$ cat config.mk
export PLATFORM = sky130hd
export DESIGN_NAME = pmc_multi_domain
export DESIGN_NICKNAME = d
export VERILOG_FILES = /design/src/rtl/pmc_multi_domain_pkg.sv /design/src/rtl/pmc_multi_domain_chan.sv /design/src/rtl/pmc_multi_domain.sv
export SDC_FILE = /design/constraint.sdc
export NUM_CORES = 1
export LEC_CHECK = 0
export BUFFER_PORTS_ARGS = -buffer_cell sky130_fd_sc_hd__buf_2
export CORE_UTILIZATION = 30
export DETAILED_ROUTE_END_ITERATION = 7
export SLEW_MARGIN = 5
export SYNTH_ARGS = -nofsm -noshare
export SYNTH_HDL_FRONTEND = slang
export SYNTH_SLANG_ARGS = --single-unit
$ cat constraint.sdc
create_clock -name clk -period 3 [get_ports clk]
set_clock_uncertainty 0.2 [all_clocks]
set_input_delay 0.3 -clock clk [delete_from_list [all_inputs] [get_ports clk]]
set_output_delay 0.3 -clock clk [all_outputs]
set_load 0.01 [all_outputs]
$ cat src/rtl/pmc_multi_domain_pkg.sv
// Shared types for the multi-domain power-management controller.
package pmc_multi_domain_pkg;

  // Per-channel sequencer states; encodings are fixed so they can be probed externally.
  typedef enum logic [2:0] {
    StOff   = 3'd0,
    StWait  = 3'd1,
    StWake  = 3'd2,
    StOn    = 3'd3,
    StDrain = 3'd4
  } pmc_state_e;

  // Per-channel trigger mode codes.
  typedef enum logic [1:0] {
    ModeOff  = 2'b00,
    ModeLvl  = 2'b01,
    ModeRise = 2'b10,
    ModeFall = 2'b11
  } pmc_mode_e;

endpackage

$ cat src/rtl/pmc_multi_domain_chan.sv
// One power-domain channel: activity synchroniser, trigger detect, sequencer FSM and counter.
module pmc_multi_domain_chan
  import pmc_multi_domain_pkg::*;
#(
  parameter int unsigned CNTW     = 10,
  parameter int unsigned WAKE_CYC = 4
) (
  input  logic            clk_i,
  input  logic            rst_ni,
  input  logic            force_on_i,
  input  logic            act_i,
  input  logic [1:0]      mode_i,
  input  logic [CNTW-1:0] hold_i,
  input  logic            grant_i,
  output logic            in_wait_o,
  output logic            in_wake_o,
  output logic            busy_o,
  output logic            pwr_en_o,
  output logic            iso_n_o,
  output logic            ready_o
);

  // The same counter times the ramp in StWake and the idle hold in StOn.
  localparam logic [CNTW-1:0] WakeLoad = CNTW'(WAKE_CYC - 1);

  pmc_mode_e       mode;
  logic [2:0]      sync_d, sync_q;
  logic            act_s, act_d, rise, fall, trig;
  pmc_state_e      state_d, state_q;
  logic [CNTW-1:0] cnt_d, cnt_q;
  logic            pwr_en_d, pwr_en_q;
  logic            iso_n_d, iso_n_q;

  assign mode  = pmc_mode_e'(mode_i);
  assign act_s = sync_q[1];
  assign act_d = sync_q[2];
  assign rise  = act_s & ~act_d;
  assign fall  = ~act_s & act_d;

  // Synchroniser shift: sync_q[0]=s1, sync_q[1]=act_s, sync_q[2]=act_d.
  always_comb begin
    sync_d = {sync_q[1:0], act_i};
  end

  // Trigger selection; force_on overrides any enabled mode.
  always_comb begin
    trig = 1'b0;
    unique case (mode)
      ModeLvl:  trig = act_s;
      ModeRise: trig = rise;
      ModeFall: trig = fall;
      default:  trig = 1'b0;
    endcase
    if (force_on_i && (mode != ModeOff)) begin
      trig = 1'b1;
    end
  end

  // Sequencer next state and counter.
  always_comb begin
    state_d = state_q;
    cnt_d   = cnt_q;
    unique case (state_q)
      StOff: begin
        if (trig) state_d = StWait;
      end
      StWait: begin
        if (grant_i) begin
          state_d = StWake;
          cnt_d   = WakeLoad;
        end
      end
      StWake: begin
        if (cnt_q == '0) begin
          state_d = StOn;
          cnt_d   = hold_i;
        end else begin
          cnt_d = cnt_q - 1'b1;
        end
      end
      StOn: begin
        if (trig) begin
          cnt_d = hold_i;
        end else if (cnt_q == '0) begin
          state_d = StDrain;
        end else begin
          cnt_d = cnt_q - 1'b1;
        end
      end
      // Single isolated-but-powered cycle before the supply is cut.
      StDrain: begin
        state_d = trig ? StWait : StOff;
      end
      default: begin
        state_d = StOff;
        cnt_d   = '0;
      end
    endcase
    // Disabling a channel drops it immediately, whatever it was doing.
    if (mode == ModeOff) begin
      state_d = StOff;
      cnt_d   = '0;
    end
  end

  // Outputs registered from the next state so the switch controls never glitch.
  always_comb begin
    pwr_en_d = (state_d == StWake) || (state_d == StOn) || (state_d == StDrain);
    iso_n_d  = (state_d == StOn);
  end

  // State, counter, synchroniser and output registers.
  always_ff @(posedge clk_i) begin
    if (!rst_ni) begin
      sync_q   <= '0;
      state_q  <= StOff;
      cnt_q    <= '0;
      pwr_en_q <= 1'b0;
      iso_n_q  <= 1'b0;
    end else begin
      sync_q   <= sync_d;
      state_q  <= state_d;
      cnt_q    <= cnt_d;
      pwr_en_q <= pwr_en_d;
      iso_n_q  <= iso_n_d;
    end
  end

  assign in_wait_o = (state_q == StWait);
  assign in_wake_o = (state_q == StWake);
  assign busy_o    = (state_q != StOff);
  assign pwr_en_o  = pwr_en_q;
  assign iso_n_o   = iso_n_q;
  assign ready_o   = iso_n_q;

endmodule

$ cat src/rtl/pmc_multi_domain.sv
// Multi-domain power-management controller: NCH channels with a one-at-a-time wake arbiter.
module pmc_multi_domain
  import pmc_multi_domain_pkg::*;
#(
  parameter int unsigned NCH      = 5,
  parameter int unsigned CNTW     = 10,
  parameter int unsigned WAKE_CYC = 4
) (
  input  logic                clk,
  input  logic                res,
  input  logic                force_on,
  input  logic [NCH-1:0]      act,
  input  logic [2*NCH-1:0]    mode,
  input  logic [CNTW*NCH-1:0] hold,
  output logic [NCH-1:0]      pwr_en,
  output logic [NCH-1:0]      iso_n,
  output logic [NCH-1:0]      ready,
  output logic                busy
);

  logic [NCH-1:0] in_wait, in_wake, grant, chan_busy;
  logic           taken;

  // Fixed-priority wake arbiter: lowest waiting index, only while nobody is ramping.
  always_comb begin
    grant = '0;
    taken = |in_wake;
    for (int i = 0; i < NCH; i++) begin
      if (in_wait[i] && !taken) begin
        grant[i] = 1'b1;
        taken    = 1'b1;
      end
    end
  end

  for (genvar i = 0; i < NCH; i++) begin : g_chan
    pmc_multi_domain_chan #(
      .CNTW     (CNTW),
      .WAKE_CYC (WAKE_CYC)
    ) u_chan (
      .clk_i      (clk),
      .rst_ni     (res),
      .force_on_i (force_on),
      .act_i      (act[i]),
      .mode_i     (mode[2*i +: 2]),
      .hold_i     (hold[CNTW*i +: CNTW]),
      .grant_i    (grant[i]),
      .in_wait_o  (in_wait[i]),
      .in_wake_o  (in_wake[i]),
      .busy_o     (chan_busy[i]),
      .pwr_en_o   (pwr_en[i]),
      .iso_n_o    (iso_n[i]),
      .ready_o    (ready[i])
    );
  end

  assign busy = |chan_busy;

endmodule
# [Word-level counts from Yosys, hierarchy flattened]
# Index checks and enable logic that the tools add are counted.
[totals] regBits=90 latch_bits=0 ram_bits=0 mem_bits_ro=0 inputBits=68 elab_cells=267 n_memories=0
[classes] n_addsub=5 multipliers=0 div=0 magnitude_cmp=0 n_eq_ne=60 shifts=0 n_mux=84 bitwise=26 reduce_logical=67
[ops] cell="$mux W10" count=20
[ops] cell="$pmux W10 S4" count=5
[ops] cell="$mux W3" count=30
[ops] cell="$pmux W3 S5" count=5
[ops] cell="$eq A3 B2 Y1 const B" count=20
[ops] cell="$logic_not A10 Y1" count=5
[ops] cell="$sub A10 B1 Y10 const B" count=5
[ops] cell="$eq A3 B3 Y1 const B" count=10
[ops] cell="$eq A2 B2 Y1 const B" count=10
[ops] cell="$reduce_or A2 Y1" count=10
[ops] cell="$mux W1" count=19
[ops] cell="$not A1 Y1" count=16
[ops] cell="$eq A3 B1 Y1 const B" count=5
[ops] cell="$logic_not A3 Y1" count=5
[ops] cell="$ne A3 B2 Y1 const B" count=5
[ops] cell="$pmux W1 S3" count=5
[ops] cell="$reduce_and A3 Y1" count=5
[ops] cell="$reduce_bool A3 Y1" count=5
[ops] cell="$and A1 B1 Y1" count=10
[ops] cell="$eq A2 B1 Y1 const B" count=5
[ops] cell="$logic_and A1 B1 Y1" count=10
[ops] cell="$logic_not A2 Y1" count=5
[ops] cell="$logic_or A1 B1 Y1" count=10
[ops] cell="$ne A2 B1 Y1 const B" count=5
[ops] cell="3 further kinds" count=12

# [Longest topological paths before layout]
# Gate-level depths: netlist (run 1).
[depth] word_depth=23 ltp_mapped=10 depth_no_buf=10

# [Cells and area by module]
# Synthesis (run 1) repeated with hierarchy kept, for this count alone.
[hier_totals] hier_cells=599 area_unflattened_um2=5494.0
[by_module_without_submodules] mod="pmc_multi_domain_chan" n_inst=5 cells_per_inst=117 area_per_inst_um2=1081.0
[by_module_without_submodules] mod="pmc_multi_domain" n_inst=1 cells_per_inst=14 area_per_inst_um2=88.8

# [Worst setup path after synthesis (run 1)]
# OpenSTA, ideal clock, no wires.
[synth_path] kind="register -> register" start="register g_chan[3].u_chan.cnt_q[0]" end="register g_chan[3].u_chan.cnt_q[2]" t_arrival_ps=2303 t_required_ps=2683 slack_ps=380 stages_incl_launch_ff=9 path_buffers=0 period_less_slack_ps=2620 path_cell_list="dfxtp_1 > inv_1 > ha_1 > or3b_2 > or4_4 > nor2_4 > nor2_2 > mux2_4 > a32o_1"
[synth_via] elab_chain_len=4 elab_cells_between_ends=8 cone_classes="add/sub (1); eq/ne (1); mux (4); reduce/logical (2)"
[synth_rtl] item="start, declared" line="pmc_multi_domain_chan.sv:30" text="logic [CNTW-1:0] cnt_d, cnt_q;"
[synth_rtl] item="start signal, assigned" line="pmc_multi_domain_chan.sv:123" text="cnt_q <= cnt_d;"
[synth_rtl] item="$sub A10 B1 Y10" line="pmc_multi_domain_chan.sv:78, pmc_multi_domain_chan.sv:87"
[synth_rtl] item="$mux W10" line="pmc_multi_domain_chan.sv:84" text="end else if (cnt_q == '0) begin"
[synth_rtl] item="$mux W10" line="pmc_multi_domain_chan.sv:82" text="if (trig) begin"
[synth_rtl] item="$pmux W10 S4" line="pmc_multi_domain_chan.sv:63" text="unique case (state_q)"
# Parallel ways exist; a longest one is shown, timed or not. The select of a mux whose other input is x is not followed.
# A chain may end at the register's enable or synchronous reset.

# [Worst setup path in the final report (run 1)]
[layout_path] start="register g_chan[2].u_chan.cnt_q[0]" end="register g_chan[2].u_chan.cnt_q[5]"
[layout_via] elab_chain_len=4 elab_cells_between_ends=8 cone_classes="add/sub (1); eq/ne (1); mux (4); reduce/logical (2)"
[layout_rtl] item="start, declared" line="pmc_multi_domain_chan.sv:30"
[layout_rtl] item="start signal, assigned" line="pmc_multi_domain_chan.sv:123"
[layout_rtl] item="$sub A10 B1 Y10" line="pmc_multi_domain_chan.sv:78, pmc_multi_domain_chan.sv:87"
[layout_rtl] item="$mux W10" line="pmc_multi_domain_chan.sv:84"
[layout_rtl] item="$mux W10" line="pmc_multi_domain_chan.sv:82"
[layout_rtl] item="$pmux W10 S4" line="pmc_multi_domain_chan.sv:63"
# Parallel ways exist; a longest one is shown, timed or not. The select of a mux whose other input is x is not followed.

==> out/qor.yml, run 1 <==
power_and_ir_drop:
  total_power_w: 0.003724
  irDropWorstVdd_mv: 0.2918
  total_leakage_power_nw: 2.730
  power.density_cell_area_mw_per_mm2: 553.5
grt:
  grt_start_max_net_pins: 17
  grtUsageMet1_pct: 21.04
  grt.busiest_layer: "met2"
  grt_first_pass_wirelength_um: 25010
  first_global_vias: 5002
  grt_util_met2_pct: 25.05
  gr-usage-all-layers_pct: 15.84
  antenna_violations_before_repair: 2
  grt_overflow_total: 0
  met3_usage_pct: 3.441
clocking:
  insertion_delay_ns: 0.35
  cts_buffer_depth: 2
  cts_resized: 0
  clock_sinks: 90
  clkTransAtPathRegs_ns: 0.07
  cts_buffers: 9
  cts_htree_levels: 3
  clock_tree_root_buffer_cell: "sky130_fd_sc_hd__clkbuf_16"
  cts_tree: "done"
detailed_routing:
  drtIter0Drc: 407
  routed_wirelength_normalized_by_instance_count_um: 14.98
  dr.pass1.iters: 8
  via_count: 5436
  detail_route.vias_per_cell: 5.329
  ant_nets: 0
  drc: 8
  finalWirelength_um: 15280
synthesis:
  yosys_warnings: 0
  post_synth_arst_share_pct: 0
  netlist-cell-type-count: 83
  syn_area_per_cell_um2: 8.117
  number_of_storage_elements_in_the_synthesis_netlist: 90
  ys.flop_type: "sky130_fd_sc_hd__dfxtp_1"
  synth_seq_area_share_pct: 31.89
  mappedNetlistNets: 769
  synth_cells: 696
  synth_enable_flop_cells: 0
  synthDominantAreaCellType: "sky130_fd_sc_hd__dfxtp_1"
  post_synth_instance_area_mm2: 0.005649
  netlist_top_cells_area: "sky130_fd_sc_hd__dfxtp_1 32%, sky130_fd_sc_hd__nor2_1 4.4%, sky130_fd_sc_hd__nand2_1 3.1%, sky130_fd_sc_hd__mux2i_1 2.7%, sky130_fd_sc_hd__and2_1 2.5%"
  yosysTopAreaCellShare_pct: 31.89
placement:
  placement.io_buffers: 83
  placed_cells: 999
  gp_routability_congestion: 0.8718
  place_hpwl_um: 11540
outcome:
  outcome: "finished, violations left"
  violations: "DRC"
finish:
  layout-area-overhead-vs-synth_pct: 19.09
  antenna_cells_inserted: 0
  post_layout_nonfiller_instances: 1020
  utilization_pct: 36.95
  layout-drive-gt1-share_pct: 19.60
  most_frequent_cells_in_the_layout: "90 x sky130_fd_sc_hd__dfxtp_1, 83 x sky130_fd_sc_hd__buf_2, 66 x sky130_fd_sc_hd__nor2_1"
  most_frequent_standard_cell_in_the_layout_excluding_fill_and_tap_cells: "sky130_fd_sc_hd__dfxtp_1"
  nets: 859
die:
  floorplan.die.width_um: 139.2
  core_area_mm2: 0.01821
  die_height_um: 139.2
  die_area_mm2: 0.01938
  starting_utilization_of_the_core_area_pct: 31.02
  num_rows: 49
  total_i_o_pin_count: 84
critical_path:
  cp-end-kind: "register"
  path_class: "reg2reg"
  cp_max_fo: 7
  cp.arrival_ns: 2.86
  cp-start-kind: "register"
  cp_data_required_time_ns: 3.04
timing:
  rsz0062_at_grt: "no"
  timing.final.crit_period_ns: 2.818
  tightestPinTransition_ns: 0.8557
  slew_viol_final: 0
  slew_headroom_pct: 42.69
  whs_ns: 0.02638
  maxClockFrequency_ghz: 0.3548
  min_period_over_period_pct: 93.95
  finalHoldViolations: 0
  report.final.setup_viol: 0
  setup_tns_final_ns: 0
run:
  cap_violations: 0
worst_hold_path:
  worst_hold_path_class: "in2reg"
==> layer usage <==
layer / wire length (µm) / vias up
li1: - / 2766
met1: 7492 / 2523
met2: 6836 / 120
met3: 648 / 23
met4: 274 / 4
met5: 25 / -
==> what timing repair did <==
| action | in CTS | in global routing |
|---|---|---|
| endpoints found under the hold margin | 5 | 0 |
| hold buffers | 5 | 0 |
| setup buffers | 0 | 0 |
==> through the flow <==
step                setup WS [ns]  instance area [µm²]
detailed placement         0.2309                 6359
global placement           0.2847                 6359
floorplan                  0.3799                 5649
global route              0.06383                 6728
CTS                        0.2117                 6728
finish                     0.1816                 6728
==> report_power, final <==
group | total, W | switching, W | internal (W)
clock | 0.00124 | 0.000495 | 0.000748
combinational | 0.00118 | 0.000681 | 0.000501
sequential | 0.00130 | 0.0000477 | 0.00125
==> path summary, 6_finish.rpt <==
check | start | slack (ns) | to | depth (start not counted)
setup / recovery | g_chan[2].u_chan.cnt_q[0]$_SDFFE_PP0P_ | 0.18 | g_chan[2].u_chan.cnt_q[5]$_SDFFE_PP0P_ | 10
hold / removal | hold[39] | 0.03 | g_chan[3].u_chan.cnt_q[9]$_SDFFE_PP0P_ | 3
setup reg to reg | g_chan[2].u_chan.cnt_q[0]$_SDFFE_PP0P_ | 0.18 | g_chan[2].u_chan.cnt_q[5]$_SDFFE_PP0P_ | 10
hold reg to reg | g_chan[4].u_chan.sync_q[0]$_SDFF_PN0_ | 0.23 | g_chan[4].u_chan.sync_q[1]$_SDFF_PN0_ | 1
==> area by class of cell <==
class	count	area, µm²
Fill cell	1890	11480
Multi-Input combinational cell	539	3525
Sequential cell	90	1802
Timing Repair Buffer	118	690.7
Tap cell	229	286.5
Clock buffer	10	239.0
Inverter	28	105.1
Clock inverter	6	80.08
==> cells by family (layout without fill, tap and decap cells) <==
| family | after synthesis | count (layout) | synth area share, % |
|---|---|---|---|
| AO/OA/AOI/OAI | 203 | 203 | 25.63 |
| XOR/XNOR | 20 | 20 | 3.101 |
| adder cells (fa/ha/maj) | 5 | 5 | 1.107 |
| buffers and inverters | 67 | 162 | 5.714 |
| flip-flops | 90 | 90 | 31.89 |
| multiplexers | 16 | 16 | 2.923 |
| AND/OR/NAND/NOR | 295 | 295 | 29.63 |
==> synth_stat cells (all sizes together) (15+ instances only) <==
cell type / count
and2: 25
dfxtp: 90
clkbuf: 18
nor4: 16
a21oi: 29
nor3: 27
o31ai: 17
nor2: 68
mux2i: 15
o21ai: 42
inv: 28
nor2b: 17
nand2: 47
buf: 21
==> sequential cells by signal, summed over array words and instances, names as in the netlist <==
register,cells
g_chan.u_chan.state_q,15
g_chan.u_chan.sync_q,15
g_chan.u_chan.pwr_en_o,5
g_chan.u_chan.cnt_q,50
g_chan.u_chan.iso_n_o,5
==> worst max-delay path, cell delays in order, from the launching register on <==
cell	delay (ns)
sky130_fd_sc_hd__dfxtp_1	0.34
sky130_fd_sc_hd__inv_1	0.10
sky130_fd_sc_hd__ha_1	0.22
sky130_fd_sc_hd__nor2b_1	0.18
sky130_fd_sc_hd__and4b_1	0.28
sky130_fd_sc_hd__or4b_1	0.52
sky130_fd_sc_hd__nand3_2	0.16
sky130_fd_sc_hd__and2_2	0.20
sky130_fd_sc_hd__inv_2	0.08
sky130_fd_sc_hd__and4_1	0.17
sky130_fd_sc_hd__a221o_1	0.25
Note: power is estimated with default switching activity, not from simulation.
==> inputs of run 2 (changes only) <==
--- a/config.mk
+++ b/config.mk
@@ -7,6 +7,7 @@
 export LEC_CHECK = 0
 export BUFFER_PORTS_ARGS = -buffer_cell sky130_fd_sc_hd__buf_2
 export CORE_UTILIZATION = 30
+export CTS_BUF_LIST = sky130_fd_sc_hd__clkbuf_8
 export DETAILED_ROUTE_END_ITERATION = 7
 export SLEW_MARGIN = 5
 export SYNTH_ARGS = -nofsm -noshare
==> out/qor.yml, run 2 (same netlist as run 1, synthesis figures left out) <==
run:
  cap_violations: 0  # unchanged
detailed_routing:
  finalWirelength_um: 15200  # was 15,280 µm
  dr.pass1.iters: 8  # unchanged
  routed_wirelength_normalized_by_instance_count_um: 14.80  # was 14.98 µm
  via_count: 5457  # was 5,436
  drc: 8  # unchanged
  detail_route.vias_per_cell: 5.314  # was 5.329
  ant_nets: 0  # unchanged
  drtIter0Drc: 372  # was 407
finish:
  largest_reg_flops: 50  # unchanged
  num-fill-cells: 1896  # was 1,890
  regArea_mm2: 0.001802  # unchanged
  layout-drive-gt1-share_pct: 19.42  # was 19.60%
  multi_input_comb_area_mm2: 0.003525  # unchanged
  nets: 866  # was 859
  layout-area-overhead-vs-synth_pct: 18.54  # was 19.09%
  top_regs: "g_chan.u_chan.cnt_q: 50 flops, g_chan.u_chan.state_q: 15 flops, g_chan.u_chan.sync_q: 15 flops"  # unchanged
  largest-register: "g_chan.u_chan.cnt_q"  # unchanged
  antenna_cells_inserted: 0  # unchanged
  most_frequent_cells_in_the_layout: "90 x sky130_fd_sc_hd__dfxtp_1, 83 x sky130_fd_sc_hd__buf_2, 66 x sky130_fd_sc_hd__nor2_1"  # unchanged
  most_frequent_standard_cell_in_the_layout_excluding_fill_and_tap_cells: "sky130_fd_sc_hd__dfxtp_1"  # unchanged
timing:
  slew_viol_final: 0  # unchanged
  report.final.setup_viol: 0  # unchanged
  whs_ns: 0.01749  # was 0.02638 ns
  slew_headroom_pct: 45.32  # was 42.69%
  setup_tns_final_ns: 0  # unchanged
  finalHoldViolations: 0  # unchanged
  tightestPinTransition_ns: 0.8164  # was 0.8557 ns
  timing.final.crit_period_ns: 2.813  # was 2.818 ns
  min_period_over_period_pct: 93.75  # was 93.95%
  rsz0062_at_grt: "no"  # unchanged
  maxClockFrequency_ghz: 0.3555  # was 0.3548 GHz
critical_path:
  worstSetupEndpoint: "g_chan[2].u_chan.cnt_q[5]$_SDFFE_PP0P_"  # unchanged
  cp-start-kind: "register"  # unchanged
  cpMaxStageDelayCell: "sky130_fd_sc_hd__or4b_1"  # unchanged
  critical_path_stages: 10  # unchanged
  worst-path-buf-inv: 2  # unchanged
  cp-end-kind: "register"  # unchanged
  worst_path_largest_cell_delay_ns: 0.52  # about the same
  timing.reg2reg.worst_path_depth: 10  # unchanged
  cp.arrival_ns: 2.88  # was 2.86 ns
  critical_path_cell_list: "inv_1 -> ha_1 -> nor2b_1 -> and4b_1 -> or4b_1 -> nand3_2 -> and2_2 -> inv_2 -> and4_1 -> a221o_1"  # unchanged
  launching_point_of_the_worst_reg2reg_path: "g_chan[2].u_chan.cnt_q[0]$_SDFFE_PP0P_"  # unchanged
  path_class: "reg2reg"  # unchanged
  path_delay_family: "simple AND/OR/NAND/NOR gates"  # unchanged
  cp-startpoint: "g_chan[2].u_chan.cnt_q[0]$_SDFFE_PP0P_"  # unchanged
  cp_data_required_time_ns: 3.07  # was 3.04 ns
  cp_max_fo: 7  # unchanged
  reg2reg_to: "g_chan[2].u_chan.cnt_q[5]$_SDFFE_PP0P_"  # unchanged
  timing.reg2reg.setup_slack_ns: 0.19  # was 0.18 ns
grt:
  gr-usage-all-layers_pct: 15.82  # was 15.84%
  first_global_vias: 5042  # was 5,002
  grt_overflow_total: 0  # unchanged
  antenna_violations_before_repair: 2  # unchanged
  grt_start_max_net_pins: 17  # unchanged
  grt_first_pass_wirelength_um: 25030  # was 25,010 µm
worst_hold_path:
  worst_hold_startpoint: "hold[4]"  # was hold[39]
  worst_hold_path_class: "in2reg"  # unchanged
die:
  floorplan.die.width_um: 139.2  # unchanged
  total_i_o_pin_count: 84  # unchanged
  core_area_mm2: 0.01821  # unchanged
  num_rows: 49  # unchanged
  die_height_um: 139.2  # unchanged
  die_area_mm2: 0.01938  # unchanged
  starting_utilization_of_the_core_area_pct: 31.02  # unchanged
power_and_ir_drop:
  total_power_w: 0.003429  # was 0.003724 W
  total_leakage_power_nw: 2.713  # was 2.730 nW
  power.density_cell_area_mw_per_mm2: 512.1  # was 553.5 mW/mm²
  total_switching_power_w: 0.001184  # was 0.001223 W
  power.share.clock_pct: 27.6  # was 33.4%
  p_int_w: 0.002245  # was 0.002501 W
  sw_frac_of_total_pct: 34.54  # was 32.85%
  comb_power_share_pct: 34.6  # was 31.7%
  power.share.sequential_pct: 37.9  # was 34.9%
  irDropWorstVdd_mv: 0.2969  # was 0.2918 mV
clocking:
  clock_sinks: 90  # unchanged
  insertion_delay_ns: 0.38  # was 0.35 ns
  clock_tree_root_buffer_cell: "sky130_fd_sc_hd__clkbuf_8"  # was sky130_fd_sc_hd__clkbuf_16
  clkTransAtPathRegs_ns: 0.09  # was 0.07 ns
  cts_tree: "done"  # unchanged
  cts_buffer_depth: 2  # unchanged
  cts_htree_levels: 3  # unchanged
  cts_resized: 0  # unchanged
  cts_buffers: 9  # unchanged
placement:
  gp_routability_congestion: 0.8718  # unchanged
  placement.io_buffers: 83  # unchanged
  place_hpwl_um: 11540  # unchanged
outcome:
  violations: "DRC"  # unchanged
  outcome: "finished, violations left"  # unchanged
run 2: cell count changes in the layout (fill, tap and decap cells not counted):
cell / delta
sky130_fd_sc_hd__clkbuf_16: -9
sky130_fd_sc_hd__clkbuf_8: +9
sky130_fd_sc_hd__dlygate4sd3_1: +7
run 2: area by class of cell:
type                    count  area share (%)
multi-input cells         539           52.63
flip-flops and latches     90           26.91
repair buffers            125           11.36
well taps                 229           4.279
clock buffers              10           2.055
inverters                  28           1.570
clock inverters             6           1.196
run 2: per-stage QoR:
step	setup WS, ns	area [µm²]	util (%)	instances
2_1_floorplan	0.3799	5649	-	696
3_3_place_gp	0.2847	6359	34.92	999
3_5_place_dp	0.2309	6359	34.92	999
4_1_cts	0.2080	6696	36.78	1027
5_1_grt	0.05753	6696	36.78	1027
6_report	0.1874	6696	36.78	1027
run 2: metal layers:
| layer | vias up | global-route usage (%) | wire length, µm |
|---|---|---|---|
| met5 | - | 0 | 28 |
| met4 | 4 | 5.497 | 261 |
| met3 | 19 | 3.682 | 760 |
| met2 | 146 | 25.15 | 6816 |
| met1 | 2510 | 20.89 | 7335 |
| li1 | 2778 | - | - |
run 2: how the worst min path moves through the flow:
stage	depth (start not counted)	end	slack [ns]
2_1_floorplan	1	g_chan[0].u_chan.sync_q[1]$_SDFF_PN0_	0.21
3_3_place_gp	1	g_chan[0].u_chan.sync_q[1]$_SDFF_PN0_	0.21
3_5_place_dp	1	g_chan[4].u_chan.sync_q[1]$_SDFF_PN0_	0.22
4_1_cts	3	g_chan[2].u_chan.cnt_q[2]$_SDFFE_PP0P_	0.002
5_1_grt	3	g_chan[2].u_chan.cnt_q[7]$_SDFFE_PP0P_	0.02
6_report	3	g_chan[0].u_chan.cnt_q[4]$_SDFFE_PP0P_	0.02
run 2: power groups by stage:
stage	combinational, W	sequential, W	clock [W]
final	0.00119	0.00130	0.000945
after detailed placement	0.00117	0.00133	0
after global routing	0.00132	0.00131	0.00103
after global placement	0.00117	0.00133	0
after CTS	0.00119	0.00130	0.000987
after floorplan	0.000856	0.00132	0
run 2: worst reg2reg max path: cells and delay by family, from the launching register on:
kind,cells,cell delay (ns)
buffers and inverters,2,0.18
adders and majority gates,1,0.22
and+or+nand+nor,6,1.52
AOI/OAI and AO/OA,1,0.25
DFF,1,0.35
run 2: what timing repair did:
item,in CTS,in global routing
hold endpoints to repair,12,0
endpoints found under the setup margin,0,0
hold buffers,12,0
buffers inserted,0,0
==> inputs of run 3 (changes only) <==
--- a/config.mk
+++ b/config.mk
@@ -5,10 +5,12 @@
 export SDC_FILE = /design/constraint.sdc
 export NUM_CORES = 1
 export LEC_CHECK = 0
-export BUFFER_PORTS_ARGS = -buffer_cell sky130_fd_sc_hd__buf_2
+export BUFFER_PORTS_ARGS = -buffer_cell sky130_fd_sc_hd__clkbuf_2
 export CORE_UTILIZATION = 30
 export CTS_BUF_LIST = sky130_fd_sc_hd__clkbuf_8
+export CTS_CLUSTER_SIZE = 24
 export DETAILED_ROUTE_END_ITERATION = 7
+export MAX_ROUTING_LAYER = met4
 export SLEW_MARGIN = 5
 export SYNTH_ARGS = -nofsm -noshare
 export SYNTH_HDL_FRONTEND = slang
==> out/qor.yml, run 3 (same netlist as run 1, synthesis figures left out) <==
timing:
  setup_tns_final_ns: 0  # unchanged
  min_period_over_period_pct: 95.44  # was 93.75%
  tightestPinTransition_ns: 0.7692  # was 0.8164 ns
  finalHoldViolations: 0  # unchanged
  slew_headroom_pct: 48.48  # was 45.32%
  rsz0062_at_grt: "no"  # unchanged
  maxClockFrequency_ghz: 0.3493  # was 0.3555 GHz
  slew_viol_final: 0  # unchanged
  timing.final.crit_period_ns: 2.863  # was 2.813 ns
  final_critical_path_setup_slack_ns: 0.1368  # was 0.1874 ns
  report.final.setup_viol: 0  # unchanged
grt:
  first_global_vias: 5311  # was 5,042
  antenna_violations_before_repair: 0  # was 2
  grt_start_max_net_pins: 23  # was 17
  grt_first_pass_wirelength_um: 26230  # was 25,030 µm
  gr-usage-all-layers_pct: 17.14  # was 15.82%
  grt_overflow_total: 0  # unchanged
finish:
  utilization_pct: 36.85  # was 36.78%
  layout-area-overhead-vs-synth_pct: 18.78  # was 18.54%
  largest_reg_flops: 50  # unchanged
  top_regs: "g_chan.u_chan.cnt_q: 50 flops, g_chan.u_chan.state_q: 15 flops, g_chan.u_chan.sync_q: 15 flops"  # unchanged
  design_area_mm2: 0.006710  # was 0.006696 mm²
  nets: 872  # was 866
  most_frequent_standard_cell_in_the_layout_excluding_fill_and_tap_cells: "sky130_fd_sc_hd__dfxtp_1"  # unchanged
  largest-register: "g_chan.u_chan.cnt_q"  # unchanged
  antenna_cells_inserted: 0  # unchanged
  most_frequent_cells_in_the_layout: "90 x sky130_fd_sc_hd__dfxtp_1, 83 x sky130_fd_sc_hd__clkbuf_2, 66 x sky130_fd_sc_hd__nor2_1"  # was 90 x sky130_fd_sc_hd__dfxtp_1, 83 x sky130_fd_sc_hd__buf_2, 66 x sky130_fd_sc_hd__nor2_1
  layout-drive-gt1-share_pct: 18.95  # was 19.42%
worst_hold_path:
  worst_hold_path_class: "in2reg"  # unchanged
clocking:
  cts_buffer_depth: 2  # unchanged
  total_setup_buffers_inserted_after_cts: 0  # unchanged
  cts_htree_levels: 3  # unchanged
  clock_tree_root_buffer_cell: "sky130_fd_sc_hd__clkbuf_8"  # unchanged
  clkTransAtPathRegs_ns: 0.09  # about the same
  cts_tree: "done"  # unchanged
  clock_sinks: 90  # unchanged
  post_cts_hold_buffer_count: 17  # was 12
  cts_resized: 0  # unchanged
  insertion_delay_ns: 0.38  # about the same
  cts_buffers: 9  # unchanged
power_and_ir_drop:
  power.density_cell_area_mw_per_mm2: 492.9  # was 512.1 mW/mm²
  total_leakage_power_nw: 2.719  # was 2.713 nW
  total_power_w: 0.003307  # was 0.003429 W
  irDropWorstVdd_mv: 0.2013  # was 0.2969 mV
detailed_routing:
  dr.pass1.iters: 8  # unchanged
  drc: 8  # unchanged
  detail_route.vias_per_cell: 5.364  # was 5.314
  via_count: 5530  # was 5,457
  ant_nets: 0  # unchanged
  finalWirelength_um: 15500  # was 15,200 µm
  drtIter0Drc: 439  # was 372
  routed_wirelength_normalized_by_instance_count_um: 15.03  # was 14.80 µm
die:
  die_area_mm2: 0.01938  # unchanged
  core_area_mm2: 0.01821  # unchanged
  total_i_o_pin_count: 84  # unchanged
  floorplan.die.width_um: 139.2  # unchanged
  starting_utilization_of_the_core_area_pct: 31.02  # unchanged
  die_height_um: 139.2  # unchanged
  num_rows: 49  # unchanged
outcome:
  violations: "DRC"  # unchanged
  outcome: "finished, violations left"  # unchanged
placement:
  placement.io_buffers: 83  # unchanged
  gp_routability_congestion: 0.8873  # was 0.8718
  placement.cell_area_mm2: 0.006366  # was 0.006359 mm²
  place_hpwl_um: 11640  # was 11,540 µm
  post-place-ws_ns: 0.1748  # was 0.2309 ns
critical_path:
  cp-start-kind: "register"  # unchanged
  cp_data_required_time_ns: 3.08  # was 3.07 ns
  cp-end-kind: "register"  # unchanged
  cp.arrival_ns: 2.94  # was 2.88 ns
  cp_max_fo: 7  # unchanged
  path_class: "reg2reg"  # unchanged
run:
  cap_violations: 0  # unchanged
[run 3: routing by layer]
| layer | share of wire (%) | GRT usage (%) | up-vias |
|---|---|---|---|
| met5 | 0 | - | - |
| li1 | - | - | 2792 |
| met1 | 47 | 21.75 | 2580 |
| met2 | 46 | 27.06 | 145 |
| met3 | 5.2 | 4.095 | 13 |
| met4 | 1.0 | 4.678 | 0 |
[run 3: final timing paths]
kind / from / to / slack [ns] / cells past startpoint
worst max-delay path: g_chan[4].u_chan.cnt_q[0]$_SDFFE_PP0P_ / g_chan[4].u_chan.cnt_q[6]$_SDFFE_PP0P_ / 0.14 / 9
worst min-delay path: hold[22] / g_chan[2].u_chan.cnt_q[2]$_SDFFE_PP0P_ / 0.02 / 3
worst max register to register: g_chan[4].u_chan.cnt_q[0]$_SDFFE_PP0P_ / g_chan[4].u_chan.cnt_q[6]$_SDFFE_PP0P_ / 0.14 / 9
worst min register to register: g_chan[0].u_chan.sync_q[0]$_SDFF_PN0_ / g_chan[0].u_chan.sync_q[1]$_SDFF_PN0_ / 0.24 / 1
[run 3: final cells by class]
type,instances,area [µm²]
clock buffer,9,123.9
clock inverter,5,50.05
fill,1888,11500
inverter,28,105.1
multi-input combinational,539,3525
sequential,90,1802
tap,229,286.5
timing repair buffer,131,818.3
[run 3: where the power goes]
group          internal [W]  switching [W]  total (W)
sequential          0.00125      0.0000483    0.00130
clock              0.000369       0.000443   0.000812
combinational      0.000511       0.000684    0.00120
[run 3: metrics by stage]
step                      cells  hold slack (ns)
final                      1031          0.01883
after global routing       1031          0.01534
after CTS                  1031         0.001022
after detailed placement   1000           0.2215
after global placement     1000           0.2120
after floorplan             696           0.2119
[run 3: critical path, stage by stage, from the launching register on]
cell and delay (ns):
sky130_fd_sc_hd__dfxtp_1 0.35, sky130_fd_sc_hd__inv_1 0.07, sky130_fd_sc_hd__ha_1 0.20, sky130_fd_sc_hd__or4b_4 0.52
sky130_fd_sc_hd__or4_4 0.53, sky130_fd_sc_hd__a32oi_4 0.20, sky130_fd_sc_hd__buf_4 0.18, sky130_fd_sc_hd__nor2_1 0.05
sky130_fd_sc_hd__o311a_1 0.27, sky130_fd_sc_hd__a31o_1 0.18
